`config.mk`:
```
export PLATFORM = sky130hd
export DESIGN_NAME = std_dffe_rr_arbiter
export DESIGN_NICKNAME = d
export VERILOG_FILES = /design/src/rtl/std_dffe_rr_arbiter.sv
export SDC_FILE = /design/constraint.sdc
export NUM_CORES = 1
export LEC_CHECK = 0
export ABC_AREA = 0
export BUFFER_PORTS_ARGS = -buffer_cell sky130_fd_sc_hd__buf_2
export CAP_MARGIN = 10
export CORE_AREA = 2 2 69 71
export CTS_CLUSTER_DIAMETER = 200
export DETAILED_ROUTE_END_ITERATION = 16
export DIE_AREA = 0 0 71 73
export PLACE_DENSITY = 0.76
export SYNTH_ARGS = -nofsm -noshare
export SYNTH_HDL_FRONTEND = slang
export SYNTH_SLANG_ARGS = --single-unit
export TNS_END_PERCENT = 100
```
`constraint.sdc`:
```
create_clock -name clk -period 2.8 [get_ports clk]
set_clock_uncertainty 0.2 [all_clocks]
set_input_delay 0.56 -clock clk [delete_from_list [all_inputs] [get_ports clk]]
set_output_delay 0.56 -clock clk [all_outputs]
set_load 0.02 [all_outputs]
```
`src/rtl/std_dffe_rr_arbiter.sv`:
```
// Round-robin arbiter sharing the single en/d write port of one enabled register among REQ_COUNT requesters.
// Grant locking (req_lock / LOCKED state) is compiled in only when STD_DFFE_ARB_LOCK_EN is defined.

module std_dffe_rr_arbiter #(
    parameter int REQ_COUNT  = 4,
    parameter int DATA_WIDTH = 32,
    parameter int ID_WIDTH   = 2
) (
    input  logic                            clk,
    input  logic                            resetn,
    input  logic [REQ_COUNT-1:0]            req_valid,
    input  logic [REQ_COUNT*DATA_WIDTH-1:0] req_data,
    input  logic [REQ_COUNT-1:0]            req_lock,
    output logic [REQ_COUNT-1:0]            req_ready,
    output logic                            dffe_en,
    output logic [DATA_WIDTH-1:0]           dffe_d,
    output logic [ID_WIDTH-1:0]             grant_id,
    output logic                            grant_valid,
    output logic                            locked
);

    localparam logic [ID_WIDTH:0]   REQ_COUNT_EXT = (ID_WIDTH+1)'(REQ_COUNT);
    localparam logic [ID_WIDTH-1:0] LAST_ID       = ID_WIDTH'(REQ_COUNT - 1);

    logic [ID_WIDTH-1:0]   r_rr_ptr;
    logic [ID_WIDTH-1:0]   r_grant_id;
    logic                  r_grant_valid;

    logic                  w_rr_found;
    logic [ID_WIDTH-1:0]   w_rr_idx;
    logic                  w_grant_any;
    logic [ID_WIDTH-1:0]   w_grant_idx;
    logic [REQ_COUNT-1:0]  w_ready;
    logic                  w_accept;
    logic [DATA_WIDTH-1:0] w_data;
    logic [ID_WIDTH-1:0]   w_next_ptr;

    // Search starts at the pointer; the sum is one bit wider so the wrap happens at
    // REQ_COUNT rather than at 2^ID_WIDTH.
    always_comb begin
        logic [ID_WIDTH:0] v_sum;
        // NOTE: every output of a combinational block gets a default before any branch, so no latch can be inferred.
        w_rr_found = 1'b0;
        w_rr_idx   = '0;
        v_sum      = '0;
        for (int k = 0; k < REQ_COUNT; k++) begin
            v_sum = {1'b0, r_rr_ptr} + (ID_WIDTH+1)'(k);
            if (v_sum >= REQ_COUNT_EXT) begin
                v_sum = v_sum - REQ_COUNT_EXT;
            end
            if (!w_rr_found && req_valid[v_sum[ID_WIDTH-1:0]]) begin
                w_rr_found = 1'b1;
                w_rr_idx   = v_sum[ID_WIDTH-1:0];
            end
        end
    end

`ifdef STD_DFFE_ARB_LOCK_EN
    typedef enum logic {
        ST_IDLE   = 1'b0,
        ST_LOCKED = 1'b1
    } state_t;

    state_t              r_state;
    state_t              w_state_next;
    logic [ID_WIDTH-1:0] r_owner;
    logic [ID_WIDTH-1:0] w_owner_next;

    always_ff @(posedge clk or negedge resetn) begin
        if (!resetn) begin
            r_state <= ST_IDLE;
            r_owner <= '0;
        end else begin
            r_state <= w_state_next;
            r_owner <= w_owner_next;
        end
    end

    // Every accepted beat re-evaluates the lock, so an unlocked beat from the owner releases the bank.
    always_comb begin
        w_state_next = r_state;
        w_owner_next = r_owner;
        if (w_accept) begin
            if (req_lock[w_grant_idx]) begin
                w_state_next = ST_LOCKED;
                w_owner_next = w_grant_idx;
            end else begin
                w_state_next = ST_IDLE;
            end
        end
    end

    assign w_grant_any = (r_state == ST_LOCKED) || w_rr_found;
    assign w_grant_idx = (r_state == ST_LOCKED) ? r_owner : w_rr_idx;
    assign locked      = (r_state == ST_LOCKED);
`else
    wire w_unused_lock = ^req_lock;

    assign w_grant_any = w_rr_found;
    assign w_grant_idx = w_rr_idx;
    assign locked      = 1'b0;
`endif

    always_comb begin
        w_ready = '0;
        for (int i = 0; i < REQ_COUNT; i++) begin
            if (w_grant_any && (w_grant_idx == ID_WIDTH'(i))) begin
                w_ready[i] = 1'b1;
            end
        end
    end

    assign req_ready = resetn ? w_ready : '0;
    assign w_accept  = |(req_valid & req_ready);

    // req_ready is one-hot, so OR-ing the gated slices acts as the data mux.
    always_comb begin
        w_data = '0;
        for (int i = 0; i < REQ_COUNT; i++) begin
            if (req_ready[i]) begin
                w_data = w_data | req_data[i*DATA_WIDTH +: DATA_WIDTH];
            end
        end
    end

    assign dffe_en    = w_accept;
    assign dffe_d     = w_accept ? w_data : '0;
    assign w_next_ptr = (w_grant_idx == LAST_ID) ? '0 : w_grant_idx + ID_WIDTH'(1);

    always_ff @(posedge clk or negedge resetn) begin
        if (!resetn) begin
            r_rr_ptr      <= '0;
            r_grant_id    <= '0;
            r_grant_valid <= 1'b0;
        end else begin
            // NOTE: sequential state uses non-blocking assignments so every register samples pre-edge values.
            r_grant_valid <= w_accept;
            if (w_accept) begin
                r_rr_ptr   <= w_next_ptr;
                r_grant_id <= w_grant_idx;
            end
        end
    end

    assign grant_id    = r_grant_id;
    assign grant_valid = r_grant_valid;

endmodule

```
* After elaboration in Yosys (flattened, before gate mapping)
Index checks and enable logic that the tools add are counted.
** Word-level totals
- Register bits :: 5
- Bits in latches :: 0
- Memory bits (writable) :: 0
- Memory bits (read-only) :: 0
- Input bits :: 138
- Memories kept :: 0
** Operators by class
- Add/sub/neg operators :: 8
- Multiply operators :: 0
- Div/mod/pow operators :: 0
- $lt $le $gt $ge :: 8
- Equal/unequal tests :: 3
- Shifts and indexed selects :: 0
- Mux-type cells :: 31
- Bitwise gates (word level) :: 4
- Reductions and logical operators :: 12
** Operators by type and width (number)
- $mux W32 :: 5
- $or A32 B32 Y32 :: 3
- $mux W2 :: 9
- $lt A2 B3 Y1 const B :: 4
- $mux W1 :: 12
- $ge A3 B3 Y1 const B :: 3
- $bmux W1 S2 :: 4
- $sub A2 B1 Y2 const B :: 4
- $logic_and A1 B1 Y1 :: 7
- $add A2 B2 Y3 const B :: 2
- $and A4 B4 Y4 :: 1
- $eq A2 B2 Y1 const B :: 2
- $mux W4 :: 1
- $reduce_or A4 Y1 :: 1
- $add A2 B1 Y3 const B :: 1
- $ge A2 B3 Y1 const B :: 1
- $logic_not A1 Y1 :: 3
- $add A2 B1 Y2 const B :: 1
- $eq A2 B1 Y1 const B :: 1
- $logic_not A2 Y1 :: 1

* Longest topological paths before layout
Gate-level depths: netlist of run 1.
- Depth after elaboration :: 26
- Gate-level depth with buffers :: 10
- Gate-level depth less buffers :: 9

* Worst setup path after synthesis of run 1
Ideal clock, no wire load.
- Path type :: input port to output port
- From :: in req_valid[3]
- To :: out dffe_d[10]
- Data arrival time :: 2281 ps
- Data required time :: 2040 ps
- Slack :: -241 ps
- Cell stages on the path :: 9
- Path buffers :: 2
- Cell sequence :: a2111oi_0 > nor2_1 > inv_1 > ha_1 > clkbuf_1 > a22o_1 > o21ai_4 > buf_2 > a21oi_1
** On the way
- Longest elaborated chain between the ends :: 24
** RTL lines
- start: declaration :: RTL line 11 : input logic [REQ_COUNT-1:0] req_valid,
- $bmux W1 S2 :: RTL line 51 : if (!w_rr_found && req_valid[v_sum[ID_WIDTH-1:0]]) begin
- $mux W1 (implied by the code) :: RTL line 51
- $mux W1 :: RTL line 51
- $logic_not A1 Y1 :: RTL line 51
- $logic_and A1 B1 Y1 :: RTL line 51
- $mux W1 :: RTL line 51
- $logic_not A1 Y1 :: RTL line 51
- $logic_and A1 B1 Y1 :: RTL line 51
- (+4 left out)
- net w_grant_idx[1] :: RTL line 32 : logic [ID_WIDTH-1:0] w_grant_idx;
- (+4 left out)
- $mux W32 :: RTL line 120 : if (req_ready[i]) begin
- $or A32 B32 Y32 :: RTL line 121 : w_data = w_data | req_data[i*DATA_WIDTH +: DATA_WIDTH];
- $mux W32 :: RTL line 120
- $or A32 B32 Y32 :: RTL line 121
- $mux W32 :: RTL line 120
- $or A32 B32 Y32 :: RTL line 121
- $mux W32 :: RTL line 120
- $mux W32 (*) :: RTL line 127 : assign dffe_d = w_accept ? w_data : '0;
- end: declaration :: RTL line 16 : output logic [DATA_WIDTH-1:0] dffe_d,
The timed path passes the listed nets; every way through them passes the cells marked *. The select of a mux whose other input is x is not followed.

* Final worst setup path of run 1
- From :: reg r_rr_ptr[1]
- To :: out dffe_d[30]
** On the way
- Longest elaborated chain between the ends :: 26
** RTL lines
- start: declaration :: RTL line 25 : logic [ID_WIDTH-1:0] r_rr_ptr;
- start signal: assignment :: RTL line 139 : r_rr_ptr <= w_next_ptr;
- parallel branches: the longest is 13 deep, another holds $add A2 B1 Y3
- $mux W2 (*) :: RTL line 51
- net w_grant_idx[1] :: RTL line 32
- $logic_not A2 Y1 :: RTL line 107 : if (w_grant_any && (w_grant_idx == ID_WIDTH'(i))) begin
- $logic_and A1 B1 Y1 :: RTL line 107
- $mux W1 :: RTL line 107
- $mux W4 (*) :: RTL line 113 : assign req_ready = resetn ? w_ready : '0;
- $mux W32 :: RTL line 120
- $or A32 B32 Y32 :: RTL line 121
- $mux W32 :: RTL line 120
- $or A32 B32 Y32 :: RTL line 121
- $mux W32 :: RTL line 120
- $or A32 B32 Y32 :: RTL line 121
- $mux W32 :: RTL line 120
- $mux W32 (*) :: RTL line 127
Mark *: on every way through the listed nets, which the timed path passes. The select of a mux whose other input is x is not followed.

==> results of run 1 <==
[layout make-up]
class	count	area, um2	share of cell area
Timing Repair Buffer	204	1370	0.498
Multi-Input combinational cell	124	1130	0.411
Sequential cell	5	125	0.0454
Inverter	3	13.8	0.00499
Clock buffer	4	45.0	0.0163
Tap cell	54	67.6	0.0245
[sequential cells by signal, indices dropped and copies added (netlist names)]
name         flops
grant_id         2
r_rr_ptr         2
grant_valid      1
[worst register-to-register path, stage by stage (launching register included)]
cell       delay [ns]
dfrtp_1          0.40
buf_6            0.15
nor3b_4          0.22
a2111oi_4        0.08
nor2_4           0.19
inv_2            0.09
ha_4             0.17
a22o_1           0.26
o21ai_4          0.18
buf_12           0.16
clkbuf_16        0.16
inv_2            0.04
buf_6            0.11
mux2_4           0.29
[logic make-up (layout without fill, tap and decap cells)]
family	count (synthesis)	count (layout)	share of synthesized area
other cells	1	1	0.00341
simple gates	11	11	0.0547
fa+ha+maj	4	4	0.0456
compound gates	104	104	0.650
flops	5	5	0.114
buf+inv	23	211	0.0854
mux	4	4	0.0467
[per-layer routing]
metal	wire length [um]	track usage	vias to the layer above
li1	-	-	992
met1	2390	0.251	974
met2	3330	0.362	121
met3	424	0.0221	9
met4	95	0.0524	0
met5	0	0	-
[timing repair]
item,in CTS,in global routing
setup endpoints to repair,39,39
hold buffers,1,0
pin swaps,4,5
buffers inserted,4,6
cloned,1,3
hold endpoints to repair,5,0
resized for setup,25,58
[through the flow]
step	setup slack, ns	cells	setup TNS [ns]	power, mW	hold slack [ns]
floorplan	-0.108	152	-3.09	1.14	0.0644
global placement	-0.316	378	-10.14	1.61	0.185
detailed placement	-0.378	378	-12.38	1.64	0.188
CTS	-0.397	387	-12.03	1.91	0.305
global route	-0.541	394	-17.52	2.42	0.355
finish	-0.450	394	-14.08	2.27	0.294
[cells in the final DEF (no fill, tap or decap), drive strengths merged, types with 3 or more instances in the layout]
cell type  instances
buf              200
ha                 4
and2               4
dfrtp              5
a21oi             33
mux2               3
a22oi             64
clkbuf             7
nor2               3
inv                3
[power by group]
group | total, mW | switching, mW | internal, mW
Combinational | 2.00 | 1.05 | 0.957
Sequential | 0.130 | 0.0238 | 0.106
Clock | 0.137 | 0.0394 | 0.0980
Total | 2.27 | 1.11 | 1.16
[worst max path at each step]
stage / to / slack, ns / start
after floorplan: dffe_d[12] / -0.11 / req_valid[3]
after global placement: dffe_d[31] / -0.32 / req_valid[3]
after detailed placement: dffe_d[31] / -0.38 / req_valid[3]
after CTS: dffe_d[31] / -0.40 / r_rr_ptr[1]$_DFFE_PN0P_
after global routing: dffe_d[0] / -0.54 / r_rr_ptr[1]$_DFFE_PN0P_
final: dffe_d[30] / -0.45 / r_rr_ptr[1]$_DFFE_PN0P_
==> impl_metrics.env, run 1 <==
export IMPL_syn_instance_count=152
export IMPL_cp_start_kind="flip-flop"
export IMPL_synth_flop_cell="dfrtp_1"
export IMPL_async_flop_share=1.00
export IMPL_n_fill_cell=381
export IMPL_first_pass_iters=4
export IMPL_worstPathArrival_ns=2.49
export IMPL_io_pins=179
export IMPL_min_from="grant_id[0]$_DFFE_PN0P_"
export IMPL_cts_tree="done"
export IMPL_fmax_ghz=0.308
export IMPL_ys_ff_latch=5
export IMPL_rsz0062_at_grt="yes"
export IMPL_die_x_um=71
export IMPL_cts_path_max_buffers=2
export IMPL_final_nets=483
export IMPL_whs_endpoint="grant_id[0]$_DFFE_PN0P_"
export IMPL_clk_pin_slew_worst_paths_ns=0.04
export IMPL_setup_viol=39
export IMPL_fin_area_um2=2760
export IMPL_gp_congestion=0.777
export IMPL_grt_pass1_vias=1812
export IMPL_drive_above_1_share=0.753
export IMPL_hold_depth=2
export IMPL_n_antenna_cell=0
export IMPL_port_buffers=173
export IMPL_ys_top_cells_by_count="a22oi_1 (64), a21oi_1 (33), clkbuf_1 (16)"
export IMPL_cp_top_family="buffers and inverters"
export IMPL_grt_usage=0.200
export IMPL_grt_antenna_before_repair=0
export IMPL_drv_cap=0
export IMPL_avgSynthCellArea_um2=7.23
export IMPL_utilization=0.608
export IMPL_start_util=0.242
export IMPL_grt_pass1_wl_um=8510
export IMPL_routed_via_density=5.32
export IMPL_r2r_start="r_rr_ptr[1]$_DFFE_PN0P_"
export IMPL_drt_initial_drc_count=81
export IMPL_area_delta_synth_final_pct=151
export IMPL_hpwlAfterDp_um=4460
export IMPL_dieArea_um2=5180
export IMPL_die_y_um=73
export IMPL_crit_buf_inv=5
export IMPL_required_ns=2.04
export IMPL_remaining_drc_errors=0
export IMPL_rows=25
export IMPL_p_leak_nw=1.33
export IMPL_placed_area_um2=2240
export IMPL_vdd_ir_drop_max_uv=287
export IMPL_fin_ws_ns=-0.450
export IMPL_ctsRootBufferMaster="clkbuf_8"
export IMPL_cts_buffers=3
export IMPL_drt_total_wl_um=6240
export IMPL_rr_endpoint="grant_id[1]$_DFFE_PN0P_"
export IMPL_yosysUniqueCellTypes=25
export IMPL_status="finished with violations"
export IMPL_ys_seq_area_frac=0.114
export IMPL_yosysTopAreaCellShare=0.437
export IMPL_hold_viol_final=0
export IMPL_power_density_nw_per_um2=824
export IMPL_slew_viol_final=0
export IMPL_timing_final_crit_share=1.16
export IMPL_clk_latency_ns=0.23
export IMPL_fin_crit_ns=3.25
export IMPL_synth_nets=294
export IMPL_coreArea_um2=4540
export IMPL_wire_per_inst_um=15.8
export IMPL_htreeDepth=1
export IMPL_cts_sinks=5
export IMPL_critical_path_cell_chain="buf_6 > nor3b_4 > a2111oi_4 > nor2_4 > inv_2 > ha_4 > a22o_1 > o21ai_4 > buf_12 > clkbuf_16 > a21oi_2 > buf_2"
export IMPL_vias=2096
export IMPL_min_path_type="reg2reg"
export IMPL_synth_most_common_cell="a22oi_1"
export IMPL_ant_nets=0
export IMPL_gr_total_overflow=0
export IMPL_yosysWarnings=0
export IMPL_syn_cell_area_um2=1100
export IMPL_crit_path_end_kind="output port"
export IMPL_cp_max_fo=9
export IMPL_yosys_top_cells_area="a22oi_1 (44%), a21oi_1 (15%), dfrtp_1 (11%), clkbuf_1 (5.5%), ha_1 (4.6%)"
export IMPL_slowest_delay_ns=0.40
export IMPL_critPathSlowestCell="dfrtp_1"
export IMPL_violations="setup timing"
export IMPL_path_depth=12
export IMPL_r2r_slack_ns=-0.03
export IMPL_grt_max_degree=34
export IMPL_reg2reg_depth=13
export IMPL_synth_edff_count=0
export IMPL_crit_type="reg2out"
export IMPL_yosysTopAreaCell="a22oi_1"
(Power assumes the default switching activity.)
==> run 2: changes to the inputs <==
--- a/config.mk
+++ b/config.mk
@@ -5,14 +5,15 @@
 export SDC_FILE = /design/constraint.sdc
 export NUM_CORES = 1
 export LEC_CHECK = 0
-export ABC_AREA = 0
 export BUFFER_PORTS_ARGS = -buffer_cell sky130_fd_sc_hd__buf_2
 export CAP_MARGIN = 10
 export CORE_AREA = 2 2 69 71
+export CTS_BUF_LIST = sky130_fd_sc_hd__clkbuf_4
 export CTS_CLUSTER_DIAMETER = 200
 export DETAILED_ROUTE_END_ITERATION = 16
 export DIE_AREA = 0 0 71 73
 export PLACE_DENSITY = 0.76
+export SKIP_LAST_GASP = 1
 export SYNTH_ARGS = -nofsm -noshare
 export SYNTH_HDL_FRONTEND = slang
 export SYNTH_SLANG_ARGS = --single-unit
==> run 2 against run 1 <==
  * Via count grew 0.95%
  * Routed wire length up 6.9%
  * Largest cell class unchanged
  * The flow still finishes with violations (setup timing)
  * Global-route usage fell by 0.14 points
==> impl_metrics.env, run 2 (same netlist as run 1, synthesis figures left out) <==
export IMPL_fin_ws_ns=-0.460
export IMPL_worstPathArrival_ns=2.50
export IMPL_n_fill_cell=400
export IMPL_cp_max_fo=9
export IMPL_min_path_type="reg2reg"
export IMPL_drt_initial_drc_count=63
export IMPL_n_antenna_cell=0
export IMPL_cts_buffers=3
export IMPL_power_frac_clock=0.043
export IMPL_seq_power_share=0.060
export IMPL_rsz0062_at_grt="yes"
export IMPL_routed_via_density=5.26
export IMPL_grt_usage=0.198
export IMPL_grt_pass1_vias=1793
export IMPL_crit_type="reg2out"
export IMPL_rows=25
export IMPL_die_y_um=73
export IMPL_coreArea_um2=4540
export IMPL_tns_ns=-14.78
export IMPL_combPwrFrac=0.898
export IMPL_vias=2116
export IMPL_layout_commonest_cell="buf_2"
export IMPL_status="finished with violations"
export IMPL_power_density_nw_per_um2=827
export IMPL_violations="setup timing"
export IMPL_ctsRootBufferMaster="clkbuf_4"
export IMPL_required_ns=2.04
export IMPL_drive_above_1_share=0.761
export IMPL_hold_viol_final=0
export IMPL_first_pass_iters=4
export IMPL_cp_start_kind="flip-flop"
export IMPL_slew_viol_final=0
export IMPL_cts_tree="done"
export IMPL_gp_congestion=0.777
export IMPL_vdd_ir_drop_max_uv=313
export IMPL_crit_path_end_kind="output port"
export IMPL_ant_nets=0
export IMPL_dieArea_um2=5180
export IMPL_port_buffers=173
export IMPL_wire_per_inst_um=16.6
export IMPL_p_sw_frac=0.494
export IMPL_grt_pass1_wl_um=8450
export IMPL_final_cell_mix="buf_2 (159), a22oi_1 (63), buf_4 (35)"
export IMPL_area_delta_synth_final_pct=144
export IMPL_drv_cap=0
export IMPL_fmax_ghz=0.307
export IMPL_total_power_mw=2.22
export IMPL_hpwlAfterDp_um=4460
export IMPL_htreeDepth=1
export IMPL_io_pins=179
export IMPL_grt_max_degree=34
export IMPL_cts_sinks=5
export IMPL_die_x_um=71
export IMPL_cts_path_max_buffers=2
export IMPL_start_util=0.242
export IMPL_switching_power_mw=1.10
export IMPL_p_leak_nw=1.34
export IMPL_setup_viol=39
export IMPL_drt_total_wl_um=6670
export IMPL_timing_final_crit_share=1.16
export IMPL_fin_crit_ns=3.26
export IMPL_final_nets=491
export IMPL_clk_latency_ns=0.24
export IMPL_grt_antenna_before_repair=0
export IMPL_clk_pin_slew_worst_paths_ns=0.04
export IMPL_remaining_drc_errors=0
export IMPL_p_int_mw=1.12
export IMPL_gr_total_overflow=0
[run 2: routing by layer]
layer  GRT usage  up-vias  share of wire
li1            -     1009              -
met4      0.0461        0         0.0046
met3      0.0180        4          0.059
met1       0.247      981           0.39
met2       0.369      122           0.54
met5           0        -              0
[run 2: critical path, cell delays in order (launching register included)]
cell and delay [ns]:
dfrtp_1 0.41, buf_6 0.15, nor3b_2 0.24, a2111oi_4 0.06, nor2_2 0.17, inv_2 0.10, ha_4 0.17, a22o_1 0.26
o21ai_4 0.18, buf_4 0.16, buf_12 0.14, a21oi_1 0.05, buf_4 0.16
[run 2: final cells by class]
type | count | area [um2] | share of cell area
well taps | 54 | 67.6 | 0.0252
flip-flops and latches | 5 | 125 | 0.0466
clock buffers | 4 | 30.0 | 0.0112
repair buffers | 212 | 1370 | 0.509
inverters | 3 | 13.8 | 0.00513
multi-input cells | 124 | 1080 | 0.403
[run 2: power groups by stage]
stage,clock network [mW],registers (mW),logic [mW]
floorplan,0,0.153,0.991
global placement,0,0.127,1.48
detailed placement,0,0.131,1.51
CTS,0.0992,0.132,1.64
global route,0.102,0.136,2.13
finish,0.0948,0.132,1.99
[run 2: repair_timing]
item / 4_1_cts / 5_1_grt
setup buffers: 5 / 11
hold buffers: 1 / 0
endpoints found under the hold margin: 5 / 0
setup endpoints to repair: 39 / 39
pin swaps: 5 / 11
gates cloned: 1 / 5
gates resized for setup: 19 / 36
[run 2: through the flow]
step            util  area (um2)  instances  hold slack, ns  worst slack (ns)
4_1_cts        0.528        2390        388           0.307            -0.427
2_1_floorplan      -        1250        152          0.0644            -0.108
6_report       0.592        2690        402           0.309            -0.460
3_5_place_dp   0.495        2240        378           0.188            -0.378
5_1_grt        0.592        2690        402           0.357            -0.548
3_3_place_gp   0.495        2240        378           0.185            -0.316
[run 2: worst paths after layout]
path / from / endpoint / slack, ns / depth (start not counted)
min reg2reg: grant_id[0]$_DFFE_PN0P_ / grant_id[0]$_DFFE_PN0P_ / 0.31 / 2
max in group asynchronous: resetn / r_rr_ptr[0]$_DFFE_PN0P_ / 1.68 / 2
max reg2reg: r_rr_ptr[1]$_DFFE_PN0P_ / grant_id[1]$_DFFE_PN0P_ / -0.02 / 13
min: grant_id[0]$_DFFE_PN0P_ / grant_id[0]$_DFFE_PN0P_ / 0.31 / 2
max: r_rr_ptr[1]$_DFFE_PN0P_ / dffe_d[0] / -0.46 / 12
min in group asynchronous: resetn / grant_valid$_DFF_PN0_ / 0.52 / 2
